File: src/rtl/fifo_rd_stream_pkg.sv
// fifo_rd_stream_pkg: defaults shared with async_fifo plus occupancy type and arithmetic for the read-side skid buffer
package fifo_rd_stream_pkg;
  localparam int WIDTH_DEF = 8;
  localparam int CNT_WIDTH_DEF = 16;
  typedef logic [1:0] occ_t;
  localparam occ_t OCC_MAX = 2'd2;
  function automatic logic [2:0] occ_after(occ_t occ, logic push, logic pop);
    return {1'b0, occ} + {2'b0, push} - {2'b0, pop};
  endfunction
endpackage

File: src/rtl/fifo_rd_stream_if.sv
// fifo_rd_stream_if: FIFO read port and valid/ready stream; master = fifo_rd_stream, slave = FIFO and downstream side
interface fifo_rd_stream_if import fifo_rd_stream_pkg::*; #(parameter int WIDTH = WIDTH_DEF);
  logic fifo_empty;
  logic [WIDTH-1:0] fifo_rdata;
  logic fifo_rd_err;
  logic fifo_rd_en;
  logic m_valid;
  logic [WIDTH-1:0] m_data;
  logic m_ready;
  modport master (input fifo_empty, fifo_rdata, fifo_rd_err, m_ready, output fifo_rd_en, m_valid, m_data);
  modport slave (output fifo_empty, fifo_rdata, fifo_rd_err, m_ready, input fifo_rd_en, m_valid, m_data);
endinterface

File: src/rtl/fifo_skid_buf2.sv
// fifo_skid_buf2: 2-entry register FIFO; ports clk_i/rst_n_i (async low), push_i/data_i in, pop_i out, occ_o count, head_o oldest word
module fifo_skid_buf2 import fifo_rd_stream_pkg::*; #(parameter int WIDTH = WIDTH_DEF) (
  input  logic             clk_i,
  input  logic             rst_n_i,
  input  logic             push_i,
  input  logic             pop_i,
  input  logic [WIDTH-1:0] data_i,
  output occ_t             occ_o,
  output logic [WIDTH-1:0] head_o
);
  logic [WIDTH-1:0] d1;
  logic [2:0] occ_n;
  assign occ_n = occ_after(occ_o, push_i, pop_i);
  // head_o is entry 0, d1 is entry 1; a pop shifts d1 forward unless the incoming word becomes the head
  always_ff @(posedge clk_i or negedge rst_n_i)
    if (!rst_n_i) begin
      occ_o <= '0;
      head_o <= '0;
      d1 <= '0;
    end else begin
      occ_o <= occ_n[1:0];
      head_o <= pop_i ? (occ_o == 2'd1 ? (push_i ? data_i : head_o) : d1) : (push_i && occ_o == 2'd0 ? data_i : head_o);
      d1 <= push_i && ((occ_o == 2'd1 && !pop_i) || (occ_o == 2'd2 && pop_i)) ? data_i : d1;
    end
  a_no_ovf: assert property (@(posedge clk_i) disable iff (!rst_n_i) occ_n <= {1'b0, OCC_MAX});
  a_no_udf: assert property (@(posedge clk_i) disable iff (!rst_n_i) !(pop_i && occ_o == 2'd0));
endmodule

File: src/rtl/fifo_rd_stream.sv
// fifo_rd_stream: async_fifo read-side consumer; ports clk_i, rst_n_i (async low), enable_i, bus (FIFO read + stream), rd_cnt_o delivered words, err_o sticky read error
module fifo_rd_stream import fifo_rd_stream_pkg::*; #(
  parameter int WIDTH = WIDTH_DEF,
  parameter int CNT_WIDTH = CNT_WIDTH_DEF
) (
  input  logic                 clk_i,
  input  logic                 rst_n_i,
  input  logic                 enable_i,
  fifo_rd_stream_if.master     bus,
  output logic [CNT_WIDTH-1:0] rd_cnt_o,
  output logic                 err_o
);
  occ_t occ;
  logic infl;
  logic pop;
  assign pop = bus.m_valid & bus.m_ready;
  assign bus.m_valid = occ != 2'd0;
  // a new read is allowed only if the word it returns next cycle is guaranteed a free slot
  assign bus.fifo_rd_en = rst_n_i & enable_i & ~bus.fifo_empty & (occ_after(occ, infl, pop) <= 3'd1);
  always_ff @(posedge clk_i or negedge rst_n_i)
    if (!rst_n_i) begin
      infl <= 1'b0;
      rd_cnt_o <= '0;
      err_o <= 1'b0;
    end else begin
      infl <= bus.fifo_rd_en;
      rd_cnt_o <= rd_cnt_o + CNT_WIDTH'(pop);
      err_o <= err_o | bus.fifo_rd_err;
    end
  fifo_skid_buf2 #(.WIDTH(WIDTH)) u_skid (
    .clk_i  (clk_i),
    .rst_n_i(rst_n_i),
    .push_i (infl),
    .pop_i  (pop),
    .data_i (bus.fifo_rdata),
    .occ_o  (occ),
    .head_o (bus.m_data)
  );
endmodule
File: src/flat_wrapper.sv
// flat-port wrapper written by rule: the top's interface ports become plain ports
module fifo_rd_stream_flat import fifo_rd_stream_pkg::*;
#(
  parameter int WIDTH = WIDTH_DEF,
  parameter int CNT_WIDTH = CNT_WIDTH_DEF
)
  (clk_i, rst_n_i, enable_i, rd_cnt_o, err_o, bus_fifo_empty, bus_fifo_rdata, bus_fifo_rd_err, bus_m_ready, bus_fifo_rd_en, bus_m_valid, bus_m_data);
  fifo_rd_stream_if #(.WIDTH(WIDTH)) bus_i ();
  input  logic clk_i;
  input  logic rst_n_i;
  input  logic enable_i;
  output logic [CNT_WIDTH-1:0] rd_cnt_o;
  output logic err_o;
  input wire logic [$bits(bus_i.fifo_empty)-1:0] bus_fifo_empty;
  input wire logic [$bits(bus_i.fifo_rdata)-1:0] bus_fifo_rdata;
  input wire logic [$bits(bus_i.fifo_rd_err)-1:0] bus_fifo_rd_err;
  input wire logic [$bits(bus_i.m_ready)-1:0] bus_m_ready;
  output wire logic [$bits(bus_i.fifo_rd_en)-1:0] bus_fifo_rd_en;
  output wire logic [$bits(bus_i.m_valid)-1:0] bus_m_valid;
  output wire logic [$bits(bus_i.m_data)-1:0] bus_m_data;
  assign bus_i.fifo_empty = bus_fifo_empty;
  assign bus_i.fifo_rdata = bus_fifo_rdata;
  assign bus_i.fifo_rd_err = bus_fifo_rd_err;
  assign bus_i.m_ready = bus_m_ready;
  assign bus_fifo_rd_en = bus_i.fifo_rd_en;
  assign bus_m_valid = bus_i.m_valid;
  assign bus_m_data = bus_i.m_data;
  fifo_rd_stream #(.WIDTH(WIDTH), .CNT_WIDTH(CNT_WIDTH)) u_core (.clk_i(clk_i), .rst_n_i(rst_n_i), .enable_i(enable_i), .bus(bus_i), .rd_cnt_o(rd_cnt_o), .err_o(err_o));
endmodule
File: config.mk
export PLATFORM = sky130hd
export DESIGN_NAME = fifo_rd_stream_flat
export DESIGN_NICKNAME = d
export VERILOG_FILES = /design/src/rtl/fifo_rd_stream_pkg.sv /design/src/rtl/fifo_rd_stream_if.sv /design/src/rtl/fifo_skid_buf2.sv /design/src/rtl/fifo_rd_stream.sv /design/src/flat_wrapper.sv
export SDC_FILE = /design/constraint.sdc
export NUM_CORES = 1
export LEC_CHECK = 0
export BUFFER_PORTS_ARGS = -buffer_cell sky130_fd_sc_hd__buf_2
export CAP_MARGIN = 0
export CORE_MARGIN = 8
export CORE_UTILIZATION = 56
export CTS_CLUSTER_DIAMETER = 50
export DETAILED_ROUTE_END_ITERATION = 16
export PLACE_DENSITY = 0.83
export SLEW_MARGIN = 20
export SYNTH_ARGS = -nofsm -noshare
export SYNTH_HDL_FRONTEND = slang
export SYNTH_SLANG_ARGS = --single-unit
File: constraint.sdc
create_clock -name clk_i -period 6.8 [get_ports clk_i]
set_input_delay 1.36 -clock clk_i [delete_from_list [all_inputs] [get_ports clk_i]]
set_output_delay 1.36 -clock clk_i [all_outputs]
set_load 0.03 [all_outputs]
=== Word-level counts from Yosys, hierarchy flattened ===
Cells that the tools add are included.

* Add/subtract/negate cells: 3
* Bitwise gates (word level): 6
* Multiplexer cells: 4
* Eq/ne operators: 3
* $lt $le $gt $ge: 1
* Reduce and logical (&&, ||, !) cells: 10

{| class="wikitable"
|+ Operator list
! cell !! count
|-
| 8-bit 2-to-1 mux || 4
|-
| 16-bit by 1-bit adder with 16-bit output || 1
|-
| 1-bit AND || 4
|-
| 1-bit logical AND || 4
|-
| 2-bit nonzero test || 2
|-
| 2-bit by 1-bit adder with 3-bit output || 1
|-
| 3-bit by 1-bit <= comparator with 1-bit output, second input constant || 1
|-
| 3-bit by 2-bit != test with 1-bit output, second input constant || 1
|-
| 3-bit by 1-bit subtractor with 3-bit output || 1
|-
| 2-bit by 1-bit equality test with 1-bit output, second input constant || 1
|-
| 2-bit equality test, second input constant || 1
|-
| 2-bit zero test || 1
|-
| 2-bit AND reduction || 1
|-
| 1-bit zero test || 1
|-
| 1-bit logical OR || 1
|-
| 1-bit NOT || 1
|-
| 1-bit bitwise OR || 1
|}

* Output and inout port bits: 27
* Word-level logic and storage cells: 33
* Register bits after elaboration: 36
* Bits of input ports: 14

=== Longest topological paths before layout ===
* Depth after elaboration: 6
* Depth in mapped cells: 8
* Mapped depth without buffers: 7

=== Hierarchy ===
Synthesis repeated with hierarchy kept, for this count alone.

* Cells, all modules: 131
* Area total of the unflattened synthesis: 1685.4 um^2

{| class="wikitable"
|+ By module, submodules not included
! module !! cells each !! seq. area each (um^2) !! area each (um^2) !! instances
|-
| fifo_rd_stream || 74 || 450.4 || 849.6 || 1
|-
| fifo_skid_buf2 || 57 || 450.4 || 835.8 || 1
|}

=== Least setup slack after synthesis ===
No wires, ideal clock.

* Kind: input to output
* Start point: in bus_m_ready
* End point: out bus_fifo_rd_en
* Cell stages on the path: 6
* Buffers on the path: 0
* Setup slack: 2.018 ns
* Required time: 5.440 ns
* Data arrival time: 3.422 ns
* Cells stage by stage: o21ai_2 or2_2 nand2_1 ha_1 fa_1 nor4_1

* Word-level cells in the longest chain between the ends: 4

{| class="wikitable"
|+ RTL lines
! element !! line !! text
|-
| start: declaration || flat_wrapper.sv:17 || <nowiki>input wire logic [$bits(bus_i.m_ready)-1:0] bus_m_ready;</nowiki>
|-
| 1-bit AND || fifo_rd_stream.sv:16 || <nowiki>assign pop = bus.m_valid & bus.m_ready;</nowiki>
|-
| 3-bit by 1-bit subtractor with 3-bit output || fifo_rd_stream_pkg.sv:8 || <nowiki>return {1'b0, occ} + {2'b0, push} - {2'b0, pop};</nowiki>
|-
| named net u_core.u_skid.occ_n[1] || fifo_skid_buf2.sv:12 || <nowiki>logic [2:0] occ_n;</nowiki>
|-
| 3-bit by 1-bit <= comparator with 1-bit output || fifo_rd_stream.sv:19 || <nowiki>assign bus.fifo_rd_en = rst_n_i & enable_i & ~bus.fifo_empty & (occ_after(occ, infl, pop) <= 3'd1);</nowiki>
|-
| 1-bit AND || fifo_rd_stream.sv:19 ||
|-
| end: declaration || flat_wrapper.sv:18 || <nowiki>output wire logic [$bits(bus_i.fifo_rd_en)-1:0] bus_fifo_rd_en;</nowiki>
|}

The timed path passes the listed nets, and every way through them passes these cells.

=== Final worst setup path ===
Ends and elaborated chain as after synthesis.

==> implementation parameters <==
Parameter                              Value

Synthesis
  Top cell type by total area after synthesis    dfrtp_1
  Cell area after synthesis    1630 um2
  Post-Syn Instances    132
  Area contributors post-synth    dfrtp_1, mux2_2, mux2i_1
  Yosys warnings    0
  FF+latch count, synth    36
  Mean Syn Cell Area    12.3 um2
  Number of distinct library cells after synthesis    32
  Fraction of the yosys area taken by sequential cells    55.3%
  Number of nets in the synthesized netlist    149
  Share of the synthesized area in the top cell type    55.3%

STA
  Clock Skew    0.00835 ns
  Fin crit period    4.60 ns
  Transition time at the pin with the least slew margin    0.803 ns
  Aggregate negative setup slack    0 ns
  Final count of negative-setup-slack endpoints    0
  Total count of hold-check failures in the final report    0
  Max Clock Freq    0.217 GHz
  Final cycle utilization of the critical path    67.7%
  Unrepaired setup endpoints after global routing    no
  Final Max Slew Viols    0
  Max_slew headroom    46.4%

Clocking
  Total of cells resized after clock tree synthesis    0
  CTS tree    built
  Clock Latency Late Sink    0.34 ns
  CTS clock-pin slew for the worst setup and hold paths    0.10 ns
  Maximum level of the CTS H-tree    2
  Number of buffers inserted during clock tree synthesis    5
  Post-CTS setup buffers    0
  Clk Tree Root Cell    clkbuf_4
  CTS hold repair buffers    0
  Maximum clock path buffer count    2
  Clock sink count    36

Power
  Areal power density over the cells    442 nW/um2
  Max IR drop VDD    353 uV
  Leakage power    1.02 nW
  Overall Power    0.857 mW

Routing
  TritonRoute pass-1 iters    4
  Total number of vias    1156
  Routed length per placed instance    16.0 um
  DRC violation count after routing    0
  Remaining antenna violation count    0
  Starting DRC count in detailed routing    62
  Total length of routed wires    3340 um
  Via density per instance    5.56

Worst setup path
  Worst endpoint required time    5.44 ns
  Critical Path End Type    primary output
  Arr. time, crit path    3.24 ns
  Max FO, Critical Path    4
  Classification of the worst setup path    input port to primary output
  Crit start category    input port

Place
  Placed standard-cell area    1840 um2
  Routability congestion estimate from global placement    0.827
  Port bufs    40
  Post-DP HPWL    2480 um

Job
  Max-capacitance violation count    0

Global routing
  Aggregate global-route resource usage    14.5%
  Overall overflow remaining after global route    0
  Initial antenna violation count    0
  Wire length of the first global-routing pass    5870 um
  Number of global-route vias before repair    1249
  Largest net degree at the start of global routing    38

Die
  Area of the die    4890 um2
  Initial cell density of the core    59.0%
  Number of placement rows    19
  Horizontal die dimension    69.9 um
  Die extent in y    69.9 um
  Std-Cell Core Area    2760 um2
  Number of top-level design ports    41

Layout
  Proportion of layout cells with a drive suffix above 1    38.4%
  Layout fillers    198
  Total Nets Final    193
  Antenna fix cells    0
  Area Growth Syn to Fin    19.1%
  Leading cell type in the layout, fill and taps excluded    buf_2
  Layout Cell Area excl Fill    1940 um2
  Highest-count cells in the layout ignoring fill and taps    buf_2, dfrtp_1, nor2_1

Outcome
  Status    finished, final reports clean

Worst hold path
  Worst min-delay path class    register to register
## cell usage after synthesis
cell / n
mux2_2: 8
nor3_1: 2
nand2_4: 1
buf_4: 1
xnor2_1: 8
nor2_1: 12
a21oi_1: 8
mux2i_1: 8
nand3_1: 7
nor4_4: 1
fa_1: 1
or2_4: 1
nor4_1: 1
nand2_1: 7
dfrtp_1: 36
buf_6: 1
ha_1: 2
nand3_2: 1
o21ai_2: 1
nor2_2: 1
clkbuf_2: 1
o21ai_4: 1
inv_2: 1
xor2_1: 8
nand4_1: 3
and4_1: 1
and3_1: 3
inv_1: 1
o211a_1: 1
a21oi_4: 1
nor3_2: 1
or2_2: 2
## worst max-delay path, stage by stage
cell	delay, ns
buf_2	0.15
o21ai_2	0.12
or2_2	0.33
nand2_1	0.07
ha_1	0.15
fa_1	0.43
nor4_1	0.36
buf_2	0.27
## layer usage
| layer | track usage (%) | share of wire (%) | vias to the layer above |
|---|---|---|---|
| li1 | - | - | 551 |
| met3 | 5.79 | 6.7 | 8 |
| met2 | 22.4 | 50 | 32 |
| met1 | 17.2 | 41 | 565 |
| met5 | 0 | 0 | - |
| met4 | 7.14 | 1.9 | 0 |
## area by class of cell
cell class | instances | area [um2] | area share [%]
well taps | 31 | 38.8 | 2.00
repair buffers | 40 | 200 | 10.3
clock inverters | 1 | 30.0 | 1.55
flip-flops and latches | 36 | 901 | 46.5
multi-input cells | 91 | 696 | 35.9
inverters | 2 | 7.51 | 0.387
clock buffers | 7 | 65.1 | 3.36
## power by group
part,switching [mW],total (mW),internal (mW)
clock,0.0704,0.168,0.0976
combinational,0.213,0.334,0.121
sequential,0.0671,0.355,0.288
## metrics by stage
| step | hold WS, ns | setup slack [ns] | util, % | std cells |
|---|---|---|---|---|
| 2_1_floorplan | 0.479 | 2.02 | - | 132 |
| 3_3_place_gp | 0.448 | 2.30 | 66.8 | 200 |
| 3_5_place_dp | 0.449 | 2.17 | 66.8 | 200 |
| 4_1_cts | 0.477 | 2.17 | 70.3 | 208 |
| 5_1_grt | 0.489 | 2.04 | 70.3 | 208 |
| 6_report | 0.480 | 2.20 | 70.3 | 208 |
## flip-flops by register name (all words and copies together) (netlist names)
| register | count |
|---|---|
| u_core.rd_cnt_o | 16 |
| u_core.u_skid.d1 | 8 |
| u_core.u_skid.head_o | 8 |
| u_core.u_skid.occ_o | 2 |
| u_core.err_o | 1 |
| u_core.infl | 1 |
## kinds of logic after synthesis
family	after synthesis	synth area share, %
AND/OR/NAND/NOR	44	15.3
adder cells (fa/ha/maj)	3	2.77
multiplexers	16	10.5
XOR/XNOR	16	8.61
flip-flops	36	55.3
AO/OA/AOI/OAI	12	5.61
buffers and inverters	5	1.92
## final timing paths
check / startpoint / end / slack, ns / depth (start not counted)
max: bus_m_ready / bus_fifo_rd_en / 2.20 / 8
min: u_core.err_o / u_core.err_o / 0.48 / 1
max reg2reg: u_core.u_skid.occ_o[1] / u_core.infl / 4.65 / 6
min reg2reg: u_core.err_o / u_core.err_o / 0.48 / 1
max in group asynchronous: rst_n_i / u_core.err_o / 5.20 / 1
min in group asynchronous: rst_n_i / u_core.u_skid.head_o[2] / 1.10 / 1
No activity file was read; power rests on OpenSTA's default activity.
